===== src/rtl/ram_arbiter_if.sv =====
// rtl/ram_arbiter_if.sv - request, SDRAM-controller and refresh signals of the RAM arbiter
interface ram_arbiter_if;
  logic        spi_critical;
  logic        spi_refresh_inhibit;
  logic        spi_enable;
  logic        spi_write_enable;
  logic [1:0]  spi_write_mask;
  logic [31:0] spi_addr;
  logic [15:0] spi_write_data;
  logic        spi_data_valid;

  logic        host_enable;
  logic        host_write_enable;
  logic [1:0]  host_write_mask;
  logic [31:0] host_addr;
  logic [15:0] host_write_data;
  logic        host_data_valid;

  logic [31:0] ram_addr;
  logic [15:0] ram_write_data;
  logic [1:0]  ram_write_mask;
  logic        ram_enable;
  logic        ram_write_enable;
  logic        ram_data_valid;

  logic        refresh_req;
  logic        refresh_ack;
  logic [1:0]  owner;
  logic        refresh_overflow;

  modport slave (
    input  spi_critical, spi_refresh_inhibit, spi_enable, spi_write_enable,
           spi_write_mask, spi_addr, spi_write_data,
           host_enable, host_write_enable, host_write_mask, host_addr, host_write_data,
           ram_data_valid, refresh_ack,
    output spi_data_valid, host_data_valid,
           ram_addr, ram_write_data, ram_write_mask, ram_enable, ram_write_enable,
           refresh_req, owner, refresh_overflow
  );

  modport master (
    output spi_critical, spi_refresh_inhibit, spi_enable, spi_write_enable,
           spi_write_mask, spi_addr, spi_write_data,
           host_enable, host_write_enable, host_write_mask, host_addr, host_write_data,
           ram_data_valid, refresh_ack,
    input  spi_data_valid, host_data_valid,
           ram_addr, ram_write_data, ram_write_mask, ram_enable, ram_write_enable,
           refresh_req, owner, refresh_overflow
  );
endinterface


===== src/rtl/ram_arbiter.sv =====
// rtl/ram_arbiter.sv - arbitrates SPI, host and refresh access to one SDRAM controller
module ram_arbiter #(
  parameter int REFRESH_INTERVAL = 780,
  parameter int REFRESH_URGENT   = 4
) (
  input  logic           clk,
  input  logic           reset_n,
  ram_arbiter_if.slave   bus
);

  typedef enum logic [1:0] {
    IDLE    = 2'd0,
    SPI     = 2'd1,
    HOST    = 2'd2,
    REFRESH = 2'd3
  } state_t;

  localparam int              CNT_W    = (REFRESH_INTERVAL > 1) ? $clog2(REFRESH_INTERVAL) : 1;
  localparam logic [CNT_W-1:0] CNT_LAST = CNT_W'(REFRESH_INTERVAL - 1);
  localparam logic [3:0]       URGENT   = 4'(REFRESH_URGENT);

  state_t           state;
  state_t           state_next;
  logic [CNT_W-1:0] interval_cnt;
  logic [3:0]       credits;
  logic             overflow_q;
  logic             credit_add;
  logic             credit_take;
  logic             access_done;

  logic [31:0]      addr_q;
  logic [15:0]      wdata_q;
  logic [1:0]       wmask_q;
  logic             en_q;
  logic             we_q;

  assign access_done = ((state == SPI) || (state == HOST)) && bus.ram_data_valid;
  assign credit_add  = (interval_cnt == CNT_LAST);
  assign credit_take = (state == REFRESH) && bus.refresh_ack;

  always_ff @(posedge clk or negedge reset_n) begin
    if (!reset_n) begin
      state <= IDLE;
    end else begin
      state <= state_next;
    end
  end

  // Urgent refresh beats SPI; pending refresh beats host unless SPI holds its timing window.
  always_comb begin
    state_next = state;
    case (state)
      IDLE: begin
        if (credits >= URGENT)
          state_next = REFRESH;
        else if (bus.spi_enable)
          state_next = SPI;
        else if ((credits != 4'd0) && !bus.spi_refresh_inhibit)
          state_next = REFRESH;
        else if (bus.host_enable && !bus.spi_critical)
          state_next = HOST;
      end
      SPI, HOST: begin
        if (bus.ram_data_valid)
          state_next = IDLE;
      end
      REFRESH: begin
        if (bus.refresh_ack)
          state_next = IDLE;
      end
      default: state_next = IDLE;
    endcase
  end

  always_comb begin
    bus.owner           = state;
    bus.refresh_req     = (state == REFRESH);
    bus.spi_data_valid  = (state == SPI)  && bus.ram_data_valid;
    bus.host_data_valid = (state == HOST) && bus.ram_data_valid;
  end

  always_ff @(posedge clk or negedge reset_n) begin
    if (!reset_n) begin
      interval_cnt <= '0;
      credits      <= 4'd0;
      overflow_q   <= 1'b0;
    end else begin
      interval_cnt <= credit_add ? '0 : interval_cnt + CNT_W'(1);
      if (credit_add && !credit_take) begin
        if (credits == 4'hF)
          overflow_q <= 1'b1;
        else
          credits <= credits + 4'd1;
      end else if (!credit_add && credit_take) begin
        credits <= credits - 4'd1;
      end
    end
  end

  // Request is captured once on grant so the requester may change or drop its inputs mid-access.
  always_ff @(posedge clk or negedge reset_n) begin
    if (!reset_n) begin
      addr_q  <= 32'd0;
      wdata_q <= 16'd0;
      wmask_q <= 2'd0;
      en_q    <= 1'b0;
      we_q    <= 1'b0;
    end else if ((state == IDLE) && (state_next == SPI)) begin
      addr_q  <= bus.spi_addr;
      wdata_q <= bus.spi_write_data;
      wmask_q <= bus.spi_write_mask;
      en_q    <= 1'b1;
      we_q    <= bus.spi_write_enable;
    end else if ((state == IDLE) && (state_next == HOST)) begin
      addr_q  <= bus.host_addr;
      wdata_q <= bus.host_write_data;
      wmask_q <= bus.host_write_mask;
      en_q    <= 1'b1;
      we_q    <= bus.host_write_enable;
    end else if (access_done) begin
      en_q    <= 1'b0;
      we_q    <= 1'b0;
    end
  end

  assign bus.ram_addr         = addr_q;
  assign bus.ram_write_data   = wdata_q;
  assign bus.ram_write_mask   = wmask_q;
  assign bus.ram_enable       = en_q;
  assign bus.ram_write_enable = we_q;
  assign bus.refresh_overflow = overflow_q;

endmodule

===== src/flat_wrapper.sv =====
// flat-port wrapper written by rule: the top's interface ports become plain ports
module ram_arbiter_flat 
#(
  parameter int REFRESH_INTERVAL = 780,
  parameter int REFRESH_URGENT   = 4
)
  (clk, reset_n, bus_spi_critical, bus_spi_refresh_inhibit, bus_spi_enable, bus_spi_write_enable, bus_spi_write_mask, bus_spi_addr, bus_spi_write_data, bus_host_enable, bus_host_write_enable, bus_host_write_mask, bus_host_addr, bus_host_write_data, bus_ram_data_valid, bus_refresh_ack, bus_spi_data_valid, bus_host_data_valid, bus_ram_addr, bus_ram_write_data, bus_ram_write_mask, bus_ram_enable, bus_ram_write_enable, bus_refresh_req, bus_owner, bus_refresh_overflow);
  ram_arbiter_if bus_i ();
  input  logic clk;
  input  logic reset_n;
  input wire logic [$bits(bus_i.spi_critical)-1:0] bus_spi_critical;
  input wire logic [$bits(bus_i.spi_refresh_inhibit)-1:0] bus_spi_refresh_inhibit;
  input wire logic [$bits(bus_i.spi_enable)-1:0] bus_spi_enable;
  input wire logic [$bits(bus_i.spi_write_enable)-1:0] bus_spi_write_enable;
  input wire logic [$bits(bus_i.spi_write_mask)-1:0] bus_spi_write_mask;
  input wire logic [$bits(bus_i.spi_addr)-1:0] bus_spi_addr;
  input wire logic [$bits(bus_i.spi_write_data)-1:0] bus_spi_write_data;
  input wire logic [$bits(bus_i.host_enable)-1:0] bus_host_enable;
  input wire logic [$bits(bus_i.host_write_enable)-1:0] bus_host_write_enable;
  input wire logic [$bits(bus_i.host_write_mask)-1:0] bus_host_write_mask;
  input wire logic [$bits(bus_i.host_addr)-1:0] bus_host_addr;
  input wire logic [$bits(bus_i.host_write_data)-1:0] bus_host_write_data;
  input wire logic [$bits(bus_i.ram_data_valid)-1:0] bus_ram_data_valid;
  input wire logic [$bits(bus_i.refresh_ack)-1:0] bus_refresh_ack;
  output wire logic [$bits(bus_i.spi_data_valid)-1:0] bus_spi_data_valid;
  output wire logic [$bits(bus_i.host_data_valid)-1:0] bus_host_data_valid;
  output wire logic [$bits(bus_i.ram_addr)-1:0] bus_ram_addr;
  output wire logic [$bits(bus_i.ram_write_data)-1:0] bus_ram_write_data;
  output wire logic [$bits(bus_i.ram_write_mask)-1:0] bus_ram_write_mask;
  output wire logic [$bits(bus_i.ram_enable)-1:0] bus_ram_enable;
  output wire logic [$bits(bus_i.ram_write_enable)-1:0] bus_ram_write_enable;
  output wire logic [$bits(bus_i.refresh_req)-1:0] bus_refresh_req;
  output wire logic [$bits(bus_i.owner)-1:0] bus_owner;
  output wire logic [$bits(bus_i.refresh_overflow)-1:0] bus_refresh_overflow;
  assign bus_i.spi_critical = bus_spi_critical;
  assign bus_i.spi_refresh_inhibit = bus_spi_refresh_inhibit;
  assign bus_i.spi_enable = bus_spi_enable;
  assign bus_i.spi_write_enable = bus_spi_write_enable;
  assign bus_i.spi_write_mask = bus_spi_write_mask;
  assign bus_i.spi_addr = bus_spi_addr;
  assign bus_i.spi_write_data = bus_spi_write_data;
  assign bus_i.host_enable = bus_host_enable;
  assign bus_i.host_write_enable = bus_host_write_enable;
  assign bus_i.host_write_mask = bus_host_write_mask;
  assign bus_i.host_addr = bus_host_addr;
  assign bus_i.host_write_data = bus_host_write_data;
  assign bus_i.ram_data_valid = bus_ram_data_valid;
  assign bus_i.refresh_ack = bus_refresh_ack;
  assign bus_spi_data_valid = bus_i.spi_data_valid;
  assign bus_host_data_valid = bus_i.host_data_valid;
  assign bus_ram_addr = bus_i.ram_addr;
  assign bus_ram_write_data = bus_i.ram_write_data;
  assign bus_ram_write_mask = bus_i.ram_write_mask;
  assign bus_ram_enable = bus_i.ram_enable;
  assign bus_ram_write_enable = bus_i.ram_write_enable;
  assign bus_refresh_req = bus_i.refresh_req;
  assign bus_owner = bus_i.owner;
  assign bus_refresh_overflow = bus_i.refresh_overflow;
  ram_arbiter #(.REFRESH_INTERVAL(REFRESH_INTERVAL), .REFRESH_URGENT(REFRESH_URGENT)) u_core (.clk(clk), .reset_n(reset_n), .bus(bus_i));
endmodule

===== config.mk =====
export PLATFORM = sky130hd
export DESIGN_NAME = ram_arbiter_flat
export DESIGN_NICKNAME = d
export VERILOG_FILES = /design/src/rtl/ram_arbiter_if.sv /design/src/rtl/ram_arbiter.sv /design/src/flat_wrapper.sv
export SDC_FILE = /design/constraint.sdc
export NUM_CORES = 1
export LEC_CHECK = 0
export BUFFER_PORTS_ARGS = -buffer_cell sky130_fd_sc_hd__buf_4
export CAP_MARGIN = 20
export CORE_MARGIN = 3
export CORE_UTILIZATION = 25
export DETAILED_ROUTE_END_ITERATION = 10
export PLACE_DENSITY_LB_ADDON = 0.15
export SLEW_MARGIN = 20
export SYNTH_ARGS = -nofsm -noshare
export SYNTH_HDL_FRONTEND = slang
export SYNTH_SLANG_ARGS = --single-unit

===== constraint.sdc =====
create_clock -name clk -period 5.1 [get_ports clk]
set_clock_uncertainty 0.05 [all_clocks]
set_input_delay 0.255 -clock clk [delete_from_list [all_inputs] [get_ports clk]]
set_output_delay 0.255 -clock clk [all_outputs]
set_load 0.01 [all_outputs]

After elaboration in Yosys (flattened, before gate mapping). Index checks and enable logic that the tools add are counted.

Output and inout port bits: 58. Register bits after elaboration: 69.

Add/sub/neg operators: 3. Reductions and logical operators: 23. Eq/ne operators: 8. Order comparisons: 1. Multiplexer cells: 22.

Operators with widths (count): 2-to-1 mux 32 bit (2); 2-to-1 mux 16 bit (2); 2-to-1 mux 2 bit (8); 2-to-1 mux 4 bit (3); adder 10 x 1 -> 10 bit, second input constant (1); == test 10 bit, second input constant (1); logical AND 1 bit (10); 2-to-1 mux 10 bit (1); == test 2 bit, second input constant (3); one-hot mux 2 bit (3 select lines) (1); 2-to-1 mux 1 bit (5); adder 4 x 1 -> 4 bit, second input constant (1); == test 2 x 1 -> 1 bit, second input constant (2); == test 4 bit, second input constant (1); >= comparator 4 x 3 -> 1 bit, second input constant (1); zero test 1 bit (4); AND reduction 2 bit (2); nonzero test 2 bit (2); nonzero test 4 bit (1); subtractor 4 x 1 -> 4 bit, second input constant (1); nonzero test 3 bit (1); zero test 2 bit (1); != test 2 bit, second input constant (1); OR reduction 2 bit (1); logical OR 1 bit (1).

Logic depth before layout (Yosys ltp). Gate-level depths: netlist (run 1).

Word-level depth: 11. Mapped depth: 10. Mapped depth without buffers: 10.

Worst setup path after synthesis (run 1). Ideal clock, no wire load.

Path kind: reg2reg. Start point: reg u_core.interval_cnt[4]. End point: reg u_core.credits[3]. Path slack: 2.070 ns. Cell stages (with the launch flop): 10. Setup time: 0.077 ns. Arrival time: 2.903 ns. Cell sequence: dfrtp_1 or4b_4 nor4_4 nand2_2 ha_1 a21o_1 a21oi_1 or3b_2 a21boi_0 o21ai_1.

Longest elaborated chain between the ends: 5.

Ends and longest elaborated chain: from (decl) (line ram_arbiter.sv:24) `logic [CNT_W-1:0] interval_cnt;`; from (signal assigned) (line ram_arbiter.sv:88) `interval_cnt <= credit_add ? '0 : interval_cnt + CNT_W'(1);`; == test 10 bit * (line ram_arbiter.sv:38) `assign credit_add = (interval_cnt == CNT_LAST);`; zero test 1 bit (line ram_arbiter.sv:94) `end else if (!credit_add && credit_take) begin`; logical AND 1 bit (line ram_arbiter.sv:94); nonzero test 2 bit (no source line); AND reduction 2 bit (no source line); to (signal assigned) (line ram_arbiter.sv:93) `credits <= credits + 4'd1;`; to (signal assigned) (line ram_arbiter.sv:95) `credits <= credits - 4'd1;`; to (decl) (line ram_arbiter.sv:25) `logic [3:0] credits;`.

Mark *: on every way between the ends. The rest lies on a longest branch, timed or not. A chain may end at the register's enable or synchronous reset.

Worst setup path after layout (run 1). Same ends and word-level chain as after synthesis.

==> impl_results.md, run 1 <==
- Crit Path Category: flip-flop to flip-flop
- Avg Vias per Cell: 4.73
- Placed cells: 602
- Synth area leader: dfrtp_1
- Max-Slew Margin vs Limit: 39.8%
- Clk sinks: 69
- Die ar.: 14,600 sq um
- Worst reg-to-reg path cell count: 9
- Area grow syn2layout: 53.2%
- Total track usage: 13.5%
- Crit Path Max Fanout: 10
- Worst slew pin tran: 0.904 ns
- ANT cells: 0
- Reg clk slew, reported paths: 0.06 ns
- Num rows: 41
- Max VDD drop: 0.000333 V
- Post-synthesis sequential area ratio: 52.4%
- P per Cell Area: 666 nW/um^2
- Count leader, synth: dfrtp_1
- Placed instance area: 4690 sq um
- Avg Cell Area, Syn: 11.7 sq um
- Clk root buf: clkbuf_16
- Critical path cell sequence: or4b_4 -> nor4_4 -> nand2_2 -> ha_1 -> a21o_1 -> a21oi_1 -> or3b_2 -> a21boi_0 -> o21ai_1
- Achievable frequency: 0.306 GHz
- Post-synth ARST share: 100%
- Post-route setup slack: 1.83 ns
- Layout cell share with drive strength beyond 1: 44.8%
- Initial antenna violation count: 0
- Crit path largest cell delay: 0.56 ns
- Vias in the first global route: 3,106
- Clock buffer depth: 2
- Die Ht: 121 um
- Antenna-violating nets left: 0
- Grt ovf: 0
- Worst Path Arrival: 3.47 ns
- Worst hold path type: primary input to async pin
- Post-Synthesis Net Count: 400
- Initial Util: 25.8%
- Residual DRC: 0
- Status: completed
- CP startpoint kind: flip-flop
- Synth Cell Area: 3300 sq um
- Hold buffer count at cts: 0
- Period utilization: 64.1%
- Storage element area: 1730 sq um
- Overall power: 3.36 mW
- Synth Register Bits: 69
- RSZ-0062 raised after global routing: no
- DRT Pass-1 Iters: 4
- Final min period: 3.27 ns
- Chip Width: 121 um
- Crit path depth: 9
- Synth top area cells: dfrtp_1 (52%), a2bb2oi_1 (13%), o22ai_1 (9.9%)
- Worst path buffer plus inverter count: 0
- CTS tree: yes
- Final Instance Area: 5050 sq um
- WL final: 9.97 mm
- Required time worst endpoint: 5.30 ns
- Final Net Count: 560
- Synth cell types: 49
- CTS Buf Count: 9
- Worst setup EP type: flip-flop
- Post-synth top flop: dfrtp_1
- Slowest cell on crit path: or4b_4
- Final setup viols: 0
- Final hold viol count: 0
- I/O pin total: 168
- CTS H-tree depth: 3
- Place WS: 1.82 ns
- Post-layout util: 39.5%
- Drt initial violations: 130
- WL per Instance: 16.1 um
- Synth top area share: 52.4%
- Reg2reg setup slack: 1.83 ns
- Clock latency at the later pin of the worst-skew pair: 0.33 ns
- Number of enable flip-flop cells after synthesis: 0
- Reg2reg end: u_core.credits[3]
- Layout Cells excl Fill: 618
- Core footprint: 12,800 sq um
- First-pass GRT wire length: 15.6 mm
- Largest net degree at the start of global routing: 70
- DPL Wire Length: 6.96 mm
- Post-Syn Instances: 281
- Setup crit start: u_core.interval_cnt[4]
- Reg-to-reg startpoint: u_core.interval_cnt[4]
- CP delay by family, top: simple AND/OR/NAND/NOR gates
- Final Wtd Congestion: 0.789
- Worst Hold Slack: 0.00583 ns
- Slew Viols, Final: 0
- Max-cap check violation count: 0
- Post-synth top cells: dfrtp_1 (69), o22ai_1 (52), a2bb2oi_1 (49)
- # fillers: 1,245
- Leakage: 2.32 nW
- End of the critical path: u_core.credits[3]
- Setup TNS: 0 ns
- Cts repair resizes: 0
- DR vias: 2,926
- Synth Warn #: 0
- Post-CTS Repair Setup Buffers: 0
- Buffers added on ports: 167
- Multi-input combinational cell area: 1440 sq um
## cell usage in the layout, fill, tap and decap left out, types with 3 or more instances in the layout
master and n:
buf_4 171, dfrtp_1 69, o22ai_1 51, a2bb2oi_1 49
clkbuf_16 9, inv_1 7, ha_1 7, nor2_1 6
xor2_1 6, nand2_1 5, and2_1 4, o21ai_0 4
nand2b_1 3, nand3_1 3, xnor2_1 3, nor2b_1 3
o21bai_1 3, a21oi_1 3, bufinv_16 3, clkbuf_8 3
## sequential cells by signal, summed over array words and instances (netlist names)
register / flops
u_core.bus.refresh_overflow: 1
u_core.bus.ram_addr: 32
u_core.bus.ram_write_enable: 1
u_core.bus.ram_write_data: 16
u_core.interval_cnt: 10
u_core.credits: 4
u_core.bus.owner: 2
u_core.bus.ram_write_mask: 2
u_core.bus.ram_enable: 1
## how the worst min path moves through the flow
| stage | start | end | slack, ns | cells past startpoint |
|---|---|---|---|---|
| final | reset_n | u_core.bus.ram_write_data[10] | 0.006 | 1 |
| after global routing | reset_n | u_core.bus.ram_write_data[10] | 0.08 | 1 |
| after CTS | reset_n | u_core.bus.ram_write_data[10] | 0.05 | 1 |
| after detailed placement | reset_n | u_core.bus.ram_write_data[10] | 0.41 | 1 |
| after global placement | reset_n | u_core.bus.ram_write_data[10] | 0.40 | 1 |
| after floorplan | reset_n | u_core.bus.owner[0] | -0.09 | 0 |
## logic make-up (layout without fill, tap and decap cells)
kind of cell | after synthesis | in the layout | share of synthesized area, %
mux | 2 | 2 | 0.683
fa+ha+maj | 9 | 9 | 3.64
buf+inv | 29 | 194 | 4.52
xor+xnor | 9 | 9 | 2.39
compound gates | 126 | 126 | 29.1
simple gates | 37 | 37 | 7.25
flops | 69 | 69 | 52.4
## layout make-up
class                           count  area share [%]
Clock buffer                       13            5.35
Clock inverter                      3            1.78
Inverter                            7           0.520
Multi-Input combinational cell    183            28.5
Sequential cell                    69            34.2
Tap cell                          172            4.26
Timing Repair Buffer              171            25.4
## power breakdown
group / leakage, nW / total (mW) / internal, mW / switching [mW]
clock: 0.176 / 0.748 / 0.518 / 0.230
sequential: 0.786 / 0.939 / 0.788 / 0.151
combinational: 1.36 / 1.68 / 0.829 / 0.848
## metal layers
layer  share of wire, %  up-vias  track usage, %
met5                  0        -               0
met4                2.4        0            6.66
met2                 46      120            22.0
met1                 45     1375            17.0
met3                6.7       16            2.85
li1                   -     1415               -
Power figures use the tool's default switching activity.
==> run 2: changes to the inputs <==
Clock period 5.1 ns to 2.7 ns, I/O delays scaled along.
==> run 2 against run 1 <==
Largest cell class unchanged. Sequential share of layout area fell by 0.35 points. Non-clock buffer count rose by 8. Register-to-register slack got worse by 1.8 ns.
==> impl_results.md, run 2 (synthesis results as in run 1) <==
- Max VDD drop: 0.000568 V
- Crit Path Max Fanout: 4
- Post-route setup slack: 0.0585 ns
- Residual DRC: 0
- Period utilization: 97.8%
- CTS H-tree depth: 3
- Slowest cell on crit path: or4b_4
- Antenna-violating nets left: 0
- ANT cells: 0
- Worst slew pin tran: 0.889 ns
- P per Cell Area: 1230 nW/um^2
- Crit Path Category: flip-flop to flip-flop
- Avg Vias per Cell: 4.72
- Layout cell share with drive strength beyond 1: 45.5%
- End of the critical path: u_core.credits[3]
- WL final: 9.85 mm
- Clk sinks: 69
- Chip Width: 121 um
- Place WS: 0.0197 ns
- Final hold viol count: 0
- Required time worst endpoint: 2.90 ns
- Reg clk slew, reported paths: 0.05 ns
- Num rows: 41
- CP startpoint kind: flip-flop
- Crit path largest cell delay: 0.57 ns
- Setup crit start: u_core.interval_cnt[6]
- Initial Util: 25.8%
- Final Instance Area: 5100 sq um
- Leading cell types in the layout, fill and taps excluded: buf_4 (175), dfrtp_1 (69), o22ai_1 (51), a2bb2oi_1 (49), clkbuf_16 (9)
- Largest register FFs: 32
- DPL Wire Length: 7.25 mm
- Achievable frequency: 0.379 GHz
- Core footprint: 12,800 sq um
- Critical path cell sequence: or4b_4 -> nor4_4 -> nand2_2 -> ha_4 -> a21o_1 -> a21oi_2 -> or3b_4 -> a21boi_1 -> o21ai_1
- I/O pin total: 168
- Buffers added on ports: 167
- Final Net Count: 568
- Total track usage: 13.4%
- Commonest non-fill, non-tap cell in the layout: buf_4
- Max-cap check violation count: 0
- WL per Instance: 15.8 um
- Slew Viols, Final: 0
- RSZ-0062 raised after global routing: yes
- CTS Buf Count: 9
- Worst Path Arrival: 2.84 ns
- Die ar.: 14,600 sq um
- Reg2reg end: u_core.credits[3]
- Drt initial violations: 100
- Clk root buf: clkbuf_16
- CTS tree: yes
- Overall power: 6.26 mW
- Worst Hold Slack: 0.0761 ns
- DRT Pass-1 Iters: 4
- Final min period: 2.64 ns
- Clock buffer depth: 2
- Worst reg-to-reg path cell count: 9
- Placed instance area: 4790 sq um
- Worst hold path type: primary input to flip-flop
- Initial antenna violation count: 0
- Reg2reg setup slack: 0.06 ns
- Final setup viols: 0
- Clock latency at the later pin of the worst-skew pair: 0.32 ns
- Leakage: 2.34 nW
- Worst setup EP type: flip-flop
- Reg-to-reg startpoint: u_core.interval_cnt[6]
- # fillers: 1,254
- DR vias: 2,948
- First-pass GRT wire length: 15.4 mm
- Final Wtd Congestion: 0.759
- Vias in the first global route: 3,013
- Largest net degree at the start of global routing: 70
- Die Ht: 121 um
- Status: completed
- Max-Slew Margin vs Limit: 40.7%
- Area grow syn2layout: 54.8%
- Grt ovf: 0
==> run 2: cell count changes in the layout (fill, tap and decap cells not counted), moves of 2 or more <==
| cell | change |
|---|---|
| buf_4 | +4 |
| bufinv_16 | -2 |
| clkbuf_1 | +2 |
| buf_12 | +3 |
==> run 2: how the worst min path moves through the flow <==
stage,from,endpoint,cells past startpoint
floorplan,reset_n,u_core.bus.owner[0],0
CTS,bus_host_addr[26],u_core.bus.ram_addr[26],3
finish,bus_host_addr[26],u_core.bus.ram_addr[26],3
global placement,reset_n,u_core.bus.ram_write_data[2],1
detailed placement,reset_n,u_core.bus.ram_addr[28],1
global route,bus_host_addr[3],u_core.bus.ram_addr[3],3
==> run 2: repair_timing <==
action                                  4_1_cts  5_1_grt
hold buffers                                  1        0
gates resized for setup                       0        1
endpoints found under the hold margin        69        0
setup buffers                                 0        1
endpoints found under the setup margin        0        1
==> run 2: metrics by stage <==
step / utilization (%) / setup TNS [ns] / cells
floorplan: - / -0.106 / 281
global placement: 37.5 / 0 / 608
detailed placement: 37.5 / 0 / 608
CTS: 39.9 / 0 / 624
global route: 39.9 / -0.0300 / 625
finish: 39.9 / 0 / 625
==> run 2: area by class of cell <==
type	count	area, sq um	area share (%)
timing repair buffer	179	1380	27.1
inverter	7	26.3	0.515
multi-input combinational	183	1460	28.5
clock inverter	1	30.0	0.589
tap	172	215	4.22
clock buffer	14	264	5.17
sequential	69	1730	33.8
==> run 2: routing by layer <==
| metal | global-route usage [%] | up-vias | wire [um] |
|---|---|---|---|
| li1 | - | 1438 | - |
| met1 | 16.9 | 1398 | 4270 |
| met2 | 22.2 | 99 | 4730 |
| met3 | 2.95 | 13 | 693 |
| met4 | 5.31 | 0 | 167 |
| met5 | 0 | - | 0 |
==> run 2: where the power goes <==
part / total, mW / switching, mW / internal (mW)
Combinational: 3.34 / 1.63 / 1.71
Sequential: 1.76 / 0.274 / 1.49
Clock: 1.16 / 0.399 / 0.761
Total: 6.26 / 2.30 / 3.96
==> run 2: critical path, delay by kind of cell (launching register included) <==
family	cells	cell delay [ns]
fa+ha+maj	1	0.22
compound gates	4	0.59
flops	1	0.41
simple gates	4	1.29
